$ cat src/rtl/pipe_stage_reg_if.sv
// Stage-boundary bus for pipe_stage_reg: stall/flush control, upstream word, downstream word, skid flags.
// PIPE_STAGE_PERF_CNT_EN adds the bubble_cnt signal.
interface pipe_stage_reg_if #(
  parameter int unsigned DATA_W  = 64,
  parameter int unsigned STALL_W = 6
);
  logic [STALL_W-1:0] stall;
  logic               flush;
  logic               up_valid;
  logic [DATA_W-1:0]  up_data;
  logic               dn_valid;
  logic [DATA_W-1:0]  dn_data;
  logic               skid_full;
  logic               skid_ovf;
`ifdef PIPE_STAGE_PERF_CNT_EN
  logic [31:0]        bubble_cnt;

  modport master (
    output stall, flush, up_valid, up_data,
    input  dn_valid, dn_data, skid_full, skid_ovf, bubble_cnt
  );
  modport slave (
    input  stall, flush, up_valid, up_data,
    output dn_valid, dn_data, skid_full, skid_ovf, bubble_cnt
  );
`else
  modport master (
    output stall, flush, up_valid, up_data,
    input  dn_valid, dn_data, skid_full, skid_ovf
  );
  modport slave (
    input  stall, flush, up_valid, up_data,
    output dn_valid, dn_data, skid_full, skid_ovf
  );
`endif
endinterface

$ cat src/rtl/pipe_stage_reg.sv
// Inter-stage pipeline register with flush, global stall vector and a one-entry skid slot.
// Optional bubble counter enabled by defining PIPE_STAGE_PERF_CNT_EN.
module pipe_stage_reg #(
  parameter int unsigned       DATA_W     = 64,
  parameter int unsigned       STAGE      = 1,
  parameter int unsigned       STALL_W    = 6,
  parameter logic [DATA_W-1:0] BUBBLE_VAL = '0
) (
  input  logic              clk,
  input  logic              rst,
  pipe_stage_reg_if.slave   bus
);

  localparam int unsigned HU_IDX = STAGE;
  localparam int unsigned HD_IDX = STAGE + 1;

  if (HD_IDX >= STALL_W) begin : g_bad_stage
    $error("pipe_stage_reg: STAGE+1 must be below STALL_W");
  end

  logic              hu, hd;
  logic              unused_stall;
  logic              m_valid_q, m_valid_d;
  logic [DATA_W-1:0] m_data_q,  m_data_d;
  logic              s_valid_q, s_valid_d;
  logic [DATA_W-1:0] s_data_q,  s_data_d;
  logic              ovf_q,     ovf_d;

  assign hu           = bus.stall[HU_IDX];
  assign hd           = bus.stall[HD_IDX];
  // Only two bits of the global vector matter to this boundary.
  assign unused_stall = ^bus.stall;

  // Next-state selection in flush > stall priority order.
  always_comb begin
    m_valid_d = m_valid_q;
    m_data_d  = m_data_q;
    s_valid_d = s_valid_q;
    s_data_d  = s_data_q;
    ovf_d     = ovf_q;
    if (bus.flush) begin
      m_valid_d = 1'b0;
      m_data_d  = BUBBLE_VAL;
      s_valid_d = 1'b0;
      s_data_d  = BUBBLE_VAL;
    end else if (hd) begin
      if (!hu && bus.up_valid) begin
        if (!s_valid_q) begin
          s_valid_d = 1'b1;
          s_data_d  = bus.up_data;
        end else begin
          ovf_d = 1'b1;
        end
      end
    end else if (hu) begin
      m_valid_d = s_valid_q;
      m_data_d  = s_valid_q ? s_data_q : BUBBLE_VAL;
      s_valid_d = 1'b0;
      s_data_d  = BUBBLE_VAL;
    end else if (s_valid_q) begin
      m_valid_d = 1'b1;
      m_data_d  = s_data_q;
      s_valid_d = bus.up_valid;
      s_data_d  = bus.up_valid ? bus.up_data : BUBBLE_VAL;
    end else begin
      m_valid_d = bus.up_valid;
      m_data_d  = bus.up_valid ? bus.up_data : BUBBLE_VAL;
    end
  end

  always_ff @(posedge clk or posedge rst) begin
    if (rst) begin
      m_valid_q <= 1'b0;
      m_data_q  <= BUBBLE_VAL;
      s_valid_q <= 1'b0;
      s_data_q  <= BUBBLE_VAL;
      ovf_q     <= 1'b0;
    end else begin
      m_valid_q <= m_valid_d;
      m_data_q  <= m_data_d;
      s_valid_q <= s_valid_d;
      s_data_q  <= s_data_d;
      ovf_q     <= ovf_d;
    end
  end

  assign bus.dn_valid  = m_valid_q;
  assign bus.dn_data   = m_data_q;
  assign bus.skid_full = s_valid_q;
  assign bus.skid_ovf  = ovf_q;

`ifdef PIPE_STAGE_PERF_CNT_EN
  localparam int unsigned CNT_W = 32;

  logic             bubble_c;
  logic [CNT_W-1:0] cnt_q, cnt_d;

  // A bubble enters M on hu-only with empty skid, or on no-stall with nothing to move.
  always_comb begin
    bubble_c = !bus.flush && !hd && !s_valid_q && (hu || !bus.up_valid);
    cnt_d    = cnt_q;
    if (bubble_c && (cnt_q != {CNT_W{1'b1}})) begin
      cnt_d = cnt_q + CNT_W'(1);
    end
  end

  always_ff @(posedge clk or posedge rst) begin
    if (rst) begin
      cnt_q <= '0;
    end else begin
      cnt_q <= cnt_d;
    end
  end

  assign bus.bubble_cnt = cnt_q;
`endif

endmodule

$ cat src/flat_wrapper.sv
// flat-port wrapper written by rule: the top's interface ports become plain ports
module pipe_stage_reg_flat 
#(
  parameter int unsigned       DATA_W     = 64,
  parameter int unsigned       STAGE      = 1,
  parameter int unsigned       STALL_W    = 6,
  parameter logic [DATA_W-1:0] BUBBLE_VAL = '0
)
  (clk, rst, bus_stall, bus_flush, bus_up_valid, bus_up_data, bus_dn_valid, bus_dn_data, bus_skid_full, bus_skid_ovf);
  pipe_stage_reg_if #(.DATA_W(DATA_W), .STALL_W(STALL_W)) bus_i ();
  input  logic clk;
  input  logic rst;
  input wire logic [$bits(bus_i.stall)-1:0] bus_stall;
  input wire logic [$bits(bus_i.flush)-1:0] bus_flush;
  input wire logic [$bits(bus_i.up_valid)-1:0] bus_up_valid;
  input wire logic [$bits(bus_i.up_data)-1:0] bus_up_data;
  output wire logic [$bits(bus_i.dn_valid)-1:0] bus_dn_valid;
  output wire logic [$bits(bus_i.dn_data)-1:0] bus_dn_data;
  output wire logic [$bits(bus_i.skid_full)-1:0] bus_skid_full;
  output wire logic [$bits(bus_i.skid_ovf)-1:0] bus_skid_ovf;
  assign bus_i.stall = bus_stall;
  assign bus_i.flush = bus_flush;
  assign bus_i.up_valid = bus_up_valid;
  assign bus_i.up_data = bus_up_data;
  assign bus_dn_valid = bus_i.dn_valid;
  assign bus_dn_data = bus_i.dn_data;
  assign bus_skid_full = bus_i.skid_full;
  assign bus_skid_ovf = bus_i.skid_ovf;
  pipe_stage_reg #(.DATA_W(DATA_W), .STAGE(STAGE), .STALL_W(STALL_W), .BUBBLE_VAL(BUBBLE_VAL)) u_core (.clk(clk), .rst(rst), .bus(bus_i));
endmodule
$ cat config.mk
export PLATFORM = sky130hd
export DESIGN_NAME = pipe_stage_reg_flat
export DESIGN_NICKNAME = d
export VERILOG_FILES = /design/src/rtl/pipe_stage_reg_if.sv /design/src/rtl/pipe_stage_reg.sv /design/src/flat_wrapper.sv
export SDC_FILE = /design/constraint.sdc
export NUM_CORES = 1
export LEC_CHECK = 0
export ABC_AREA = 1
export CAP_MARGIN = 20
export CELL_PAD_IN_SITES_DETAIL_PLACEMENT = 1
export CELL_PAD_IN_SITES_GLOBAL_PLACEMENT = 2
export CORE_ASPECT_RATIO = 0.8
export CORE_MARGIN = 4
export CORE_UTILIZATION = 39
export CTS_CLUSTER_DIAMETER = 120
export DETAILED_ROUTE_END_ITERATION = 10
export DONT_BUFFER_PORTS = 1
export GPL_TIMING_DRIVEN = 0
export PLACE_DENSITY = 0.91
export SETUP_SLACK_MARGIN = 0.02
export SLEW_MARGIN = 30
export SYNTH_ARGS = -nofsm -noshare
export SYNTH_HDL_FRONTEND = slang
export SYNTH_SLANG_ARGS = --single-unit
$ cat constraint.sdc
create_clock -name clk -period 9.35 [get_ports clk]
set_input_delay 1.87 -clock clk [delete_from_list [all_inputs] [get_ports clk]]
set_output_delay 1.87 -clock clk [all_outputs]
set_load 0.05 [all_outputs]
==> impl_metrics.ini, run 1 <==
[status]
status = complete, no violations

[clocking]
cts_buffer_depth = 2
cts_sinks = 131
cts-resized-gates = 0
cts_made_buffers = 17
root_buffer = clkbuf_16
cts_tree = yes
clock_latency_ps = 420
path_clk_slew_ps = 60
cts_hold_buf = 0
cts_setup_buffers = 0
h-tree-depth = 4

[final_layout]
syn2layout_area_growth_pct = 14.4
multi_input_comb_area_um2 = 2390
fin_nets = 824
postLayoutCellArea_um2 = 6900
regArea_um2 = 3280
diodes = 0
fillers = 1850
drive_above_1_share_pct = 10.4

[yosys]
ys_types = 19
syn-instance-count = 730
synth-seq-area-share_pct = 54.3
synthSimpleGateAreaFrac_pct = 28.1
yosys_register_bits = 131
synthXorXnorAreaFrac_pct = 0
synth.avg_cell_area_um2 = 8.26
syn_nets = 804
synth_top_area_share_pct = 54.3
netlist_area_um2 = 6030
synthAdderAreaFrac_pct = 0
synth_top_family_by_area = simple AND/OR/NAND/NOR gates
synthMuxAreaShare_pct = 0
synth_area_leader_cell = dfrtp_1
synth_compound_area_share_pct = 11.6
synth_area_leaders = dfrtp_1 54%, nand2_1 19%, nand3_1 8.2%
yosys_warnings = 0

[min_path]
hold_class = flop to flop

[pwr]
vdd_drop_max_uv = 132
p_leak_uw = 0.00334
power.density_nw_per_um2 = 207

[routing]
drt_iter0_drc = 336
vias = 5149
routed_wirelength_um = 18800
routed_via_density = 5.29
wl_per_cell_um = 19.3
firstDrtPassIters = 4
drcViolationCount = 0
postRouteAntennaNets = 0

[worst_setup_path]
crit_path_start_kind = flop
critPathCaptureType = output pin
path_class = flop to output pin
critPathMaxFanout = 2
required_ps = 7480
cp.arrival_ps = 1100

[timing]
max_freq_ghz = 0.337
fin_crit_ps = 2970
worst_slew_pin_slew_ps = 547
finalSetupViolations = 0
slew_viol_final = 0
rsz0062_at_grt = false
hold_viol_final = 0
finalClockSkew_ps = 5.55
max_slew_margin_pct = 63.6
fin_crit_sh_pct = 31.7
setup_tns_ps = 0

[floorplanning]
io_pins = 141
dieHeight_um = 119
rows = 40
die_x_um = 147
dieArea_um2 = 17500
coreArea_um2 = 15100
initial_utilization_pct = 39.9

[run]
drv_cap = 0

[placement]
placement.cell_area_um2 = 6330
place_congestion = 0.800
port_buffers = 0
dpl.hpwl_um = 13300

[global_route]
antenna_found_initial = 0
grt_pass1_vias = 5710
grt_max_degree = 79
grt_pass1_wl_um = 30900
overflow = 0
grt.total_usage_pct = 22.4
==> flip-flops by register name, indices dropped and copies added (netlist names) <==
register	count
u_core.bus.skid_full	1
u_core.s_data_q	64
u_core.bus.dn_data	64
u_core.bus.skid_ovf	1
u_core.bus.dn_valid	1
==> through the flow <==
stage / hold slack, ps / power [uW] / std cells / worst slack, ps / util, %
final: 491 / 1430 / 973 / 6380 / 45.7
after floorplan: 459 / 742 / 730 / 3980 / -
after CTS: 492 / 1440 / 973 / 6360 / 45.7
after global placement: 470 / 774 / 940 / 2570 / 41.7
after detailed placement: 478 / 784 / 941 / 6190 / 41.9
after global routing: 520 / 1490 / 973 / 6350 / 45.7
==> cells in the mapped netlist, drive strengths merged <==
cell and count:
nand2 309, inv 6, a31o 1, a21oi 1, nand3 99, buf 44
dfrtp 131, clkbuf 14, nor2 3, o21ai 93, a21boi 29
==> area by class of cell <==
| class | instances | share of cell area [%] |
|---|---|---|
| inverter | 6 | 0.435 |
| buffer | 58 | 4.93 |
| multi-input combinational | 535 | 34.7 |
| clock inverter | 9 | 1.52 |
| clock buffer | 23 | 6.78 |
| tap | 210 | 3.81 |
| sequential | 131 | 47.5 |
| timing repair buffer | 1 | 0.399 |
==> metal layers <==
metal / GRT usage (%) / routed length (um) / up-vias
met5: 0 / 0 / -
met4: 6.64 / 356 / 0
met3: 7.15 / 1330 / 28
met2: 36.8 / 9150 / 143
met1: 28.5 / 7970 / 2545
li1: - / - / 2433
==> where the power goes <==
part	total, uW	switching (uW)	internal (uW)
clock network	654	249	405
registers	648	52.2	596
logic	124	84.8	39.0
==> final timing paths <==
check	cells past startpoint	end	startpoint	slack [ps]
setup / recovery	0	bus_dn_data[63]	u_core.bus.dn_data[63]	6380
setup reg to reg	6	u_core.bus.dn_data[34]	u_core.bus.skid_full	7420
min in group asynchronous	1	u_core.bus.dn_data[18]	rst	1380
hold reg to reg	2	u_core.s_data_q[11]	u_core.s_data_q[11]	490
hold / removal	2	u_core.s_data_q[11]	u_core.s_data_q[11]	490
max in group asynchronous	2	u_core.s_data_q[38]	rst	7300
==> logic make-up (layout without fill, tap and decap cells) <==
group	Yosys count	after routing
buf+inv	64	97
flops	131	131
simple gates	411	411
compound gates	124	124
==> placed cells by master, fill, tap and decap left out <==
| master | count |
|---|---|
| inv_8 | 1 |
| o21ai_0 | 5 |
| nand2_2 | 1 |
| a31o_2 | 1 |
| bufinv_16 | 2 |
| nor2_2 | 1 |
| clkbuf_8 | 2 |
| buf_6 | 9 |
| clkinv_4 | 2 |
| clkinv_2 | 4 |
| nor2_4 | 1 |
| a21oi_1 | 1 |
| a21boi_0 | 29 |
| inv_1 | 2 |
| buf_1 | 3 |
| buf_2 | 26 |
| nand3_1 | 99 |
| clkbuf_16 | 17 |
| nand2_1 | 308 |
| buf_4 | 6 |
| dfrtp_1 | 131 |
| nor2_8 | 1 |
| clkinvlp_4 | 1 |
| inv_2 | 3 |
| buf_16 | 1 |
| o21ai_1 | 88 |
| clkbuf_1 | 18 |
(Power assumes the default switching activity.)
==> inputs of run 2 (changes only) <==
CORE_UTILIZATION = 37   (was 39)
PLACE_DENSITY = 0.88   (was 0.91)
clock period = 3.1 ns   (was 9.35 ns; I/O delays follow)
==> run 2 against run 1 <==
Net effect: first-iteration DRC count down 20%; die area up 5.1%; global-route usage down 1.4 points; clock power rose to 3.1 times the previous value; routed wire length about the same; cell area up 1.4%; critical path depth up 6; hold slack worse by 430 ps; utilization down 1.6 points; clock skew up 3.1 ps.
==> impl_metrics.ini, run 2 (synthesis gave the netlist of run 1 again) <==
[status]
status = complete, no violations

[timing]
finalClockSkew_ps = 8.61
hold_viol_final = 0
fin_crit_ps = 1910
finalSetupViolations = 0
worst_slew_pin_slew_ps = 562
setup_tns_ps = 0
max_slew_margin_pct = 62.5
rsz0062_at_grt = false
max_freq_ghz = 0.523
fin_crit_sh_pct = 61.7
slew_viol_final = 0

[worst_setup_path]
r2r-start = u_core.bus.skid_full
path_cells = buf_6, buf_2, buf_2, nand2_1, a21boi_0, o21ai_1
critical-path-top-delay-family = buffers and inverters
crit_end = u_core.bus.dn_data[39]
cp.arrival_ps = 2260
cp.depth = 6
required_ps = 3450
startpoint = u_core.bus.skid_full
path_class = flop to flop
r2r_end = u_core.bus.dn_data[39]
slowest_delay_ps = 680
critPathMaxFanout = 10
reg2reg_depth = 6
critPathCaptureType = flop
slowest_stage = dfrtp_1
cpMostUsedCell = buf_2
r2r_slack_ps = 1190
crit_path_start_kind = flop
critical_path_buf_inv_count = 3

[routing]
routed_via_density = 5.27
postRouteAntennaNets = 0
drt_iter0_drc = 270
wl_per_cell_um = 19.2
drcViolationCount = 0
vias = 5176
firstDrtPassIters = 4
routed_wirelength_um = 18800

[global_route]
grt_pass1_wl_um = 29800
grt.total_usage_pct = 21.0
grt_pass1_vias = 5405
overflow = 0
grt_max_degree = 30
antenna_found_initial = 0

[final_layout]
final_util_pct = 44.0
syn2layout_area_growth_pct = 16.1
final_cell_mix = 308 x nand2_1, 131 x dfrtp_1, 99 x nand3_1
mostFrequentLayoutCell = nand2_1
postLayoutCellArea_um2 = 7000
fin_cells = 982
fin_nets = 828
diodes = 0
drive_above_1_share_pct = 10.8

[clocking]
root_buffer = clkbuf_16
cts_tree = yes
path_clk_slew_ps = 60
cts_made_buffers = 17
cts-resized-gates = 0
cts_sinks = 131
cts_buffer_depth = 2
cts_setup_buffers = 0
cts_hold_buf = 0
h-tree-depth = 4
clock_latency_ps = 430

[floorplanning]
dieArea_um2 = 18400
dieHeight_um = 122
die_x_um = 151
io_pins = 141
rows = 41
coreArea_um2 = 15900
initial_utilization_pct = 37.9

[min_path]
hold_class = input port to async pin

[placement]
dpl.hpwl_um = 13600
place_inst = 950
port_buffers = 0
place_congestion = 0.768
placement.cell_area_um2 = 6420

[pwr]
power.density_nw_per_um2 = 622
vdd_drop_max_uv = 390
p_leak_uw = 0.00337
power_uw = 4350

[run]
drv_cap = 0
-- run 2: changes by cell type in the layout (fill, tap and decap cells not counted), sizes merged --
cell,previous run,this run
clkinvlp,1,4
inv,6,5
clkbuf,37,38
buf,45,49
clkinv,6,3
-- run 2: worst min-delay path by stage --
stage	from	to	slack [ps]
2_1_floorplan	u_core.s_data_q[0]	u_core.s_data_q[0]	460
3_3_place_gp	u_core.s_data_q[55]	u_core.s_data_q[55]	470
3_5_place_dp	u_core.s_data_q[13]	u_core.s_data_q[13]	480
4_1_cts	rst	u_core.bus.dn_data[55]	60
5_1_grt	rst	u_core.bus.dn_data[56]	70
6_report	rst	u_core.bus.dn_data[56]	60
-- run 2: per-layer routing --
layer | up-vias | track usage, % | share of wire, %
li1 | 2434 | - | -
met1 | 2580 | 27.6 | 43
met2 | 139 | 32.6 | 47
met3 | 23 | 8.05 | 8.3
met4 | 0 | 6.12 | 1.3
met5 | - | 0 | 0
-- run 2: report_power, final --
| group | switching, uW | internal, uW |
|---|---|---|
| clock | 768 | 1250 |
| combinational | 257 | 128 |
| sequential | 157 | 1800 |
-- run 2: cell type report --
| cell class | instances | area (um2) |
|---|---|---|
| plain buffers | 58 | 340 |
| clock buffers | 24 | 482 |
| clock inverters | 8 | 101 |
| fillers | 1917 | 8900 |
| inverters | 6 | 26.3 |
| multi-input cells | 535 | 2390 |
| flip-flops and latches | 131 | 3280 |
| well taps | 215 | 269 |
| repair buffers | 5 | 115 |
-- run 2: metrics by stage --
| step | hold slack (ps) | worst slack [ps] |
|---|---|---|
| 2_1_floorplan | 459 | 857 |
| 3_3_place_gp | 471 | 134 |
| 3_5_place_dp | 478 | 1150 |
| 4_1_cts | 58.6 | 1160 |
| 5_1_grt | 73.4 | 1050 |
| 6_report | 62.9 | 1190 |
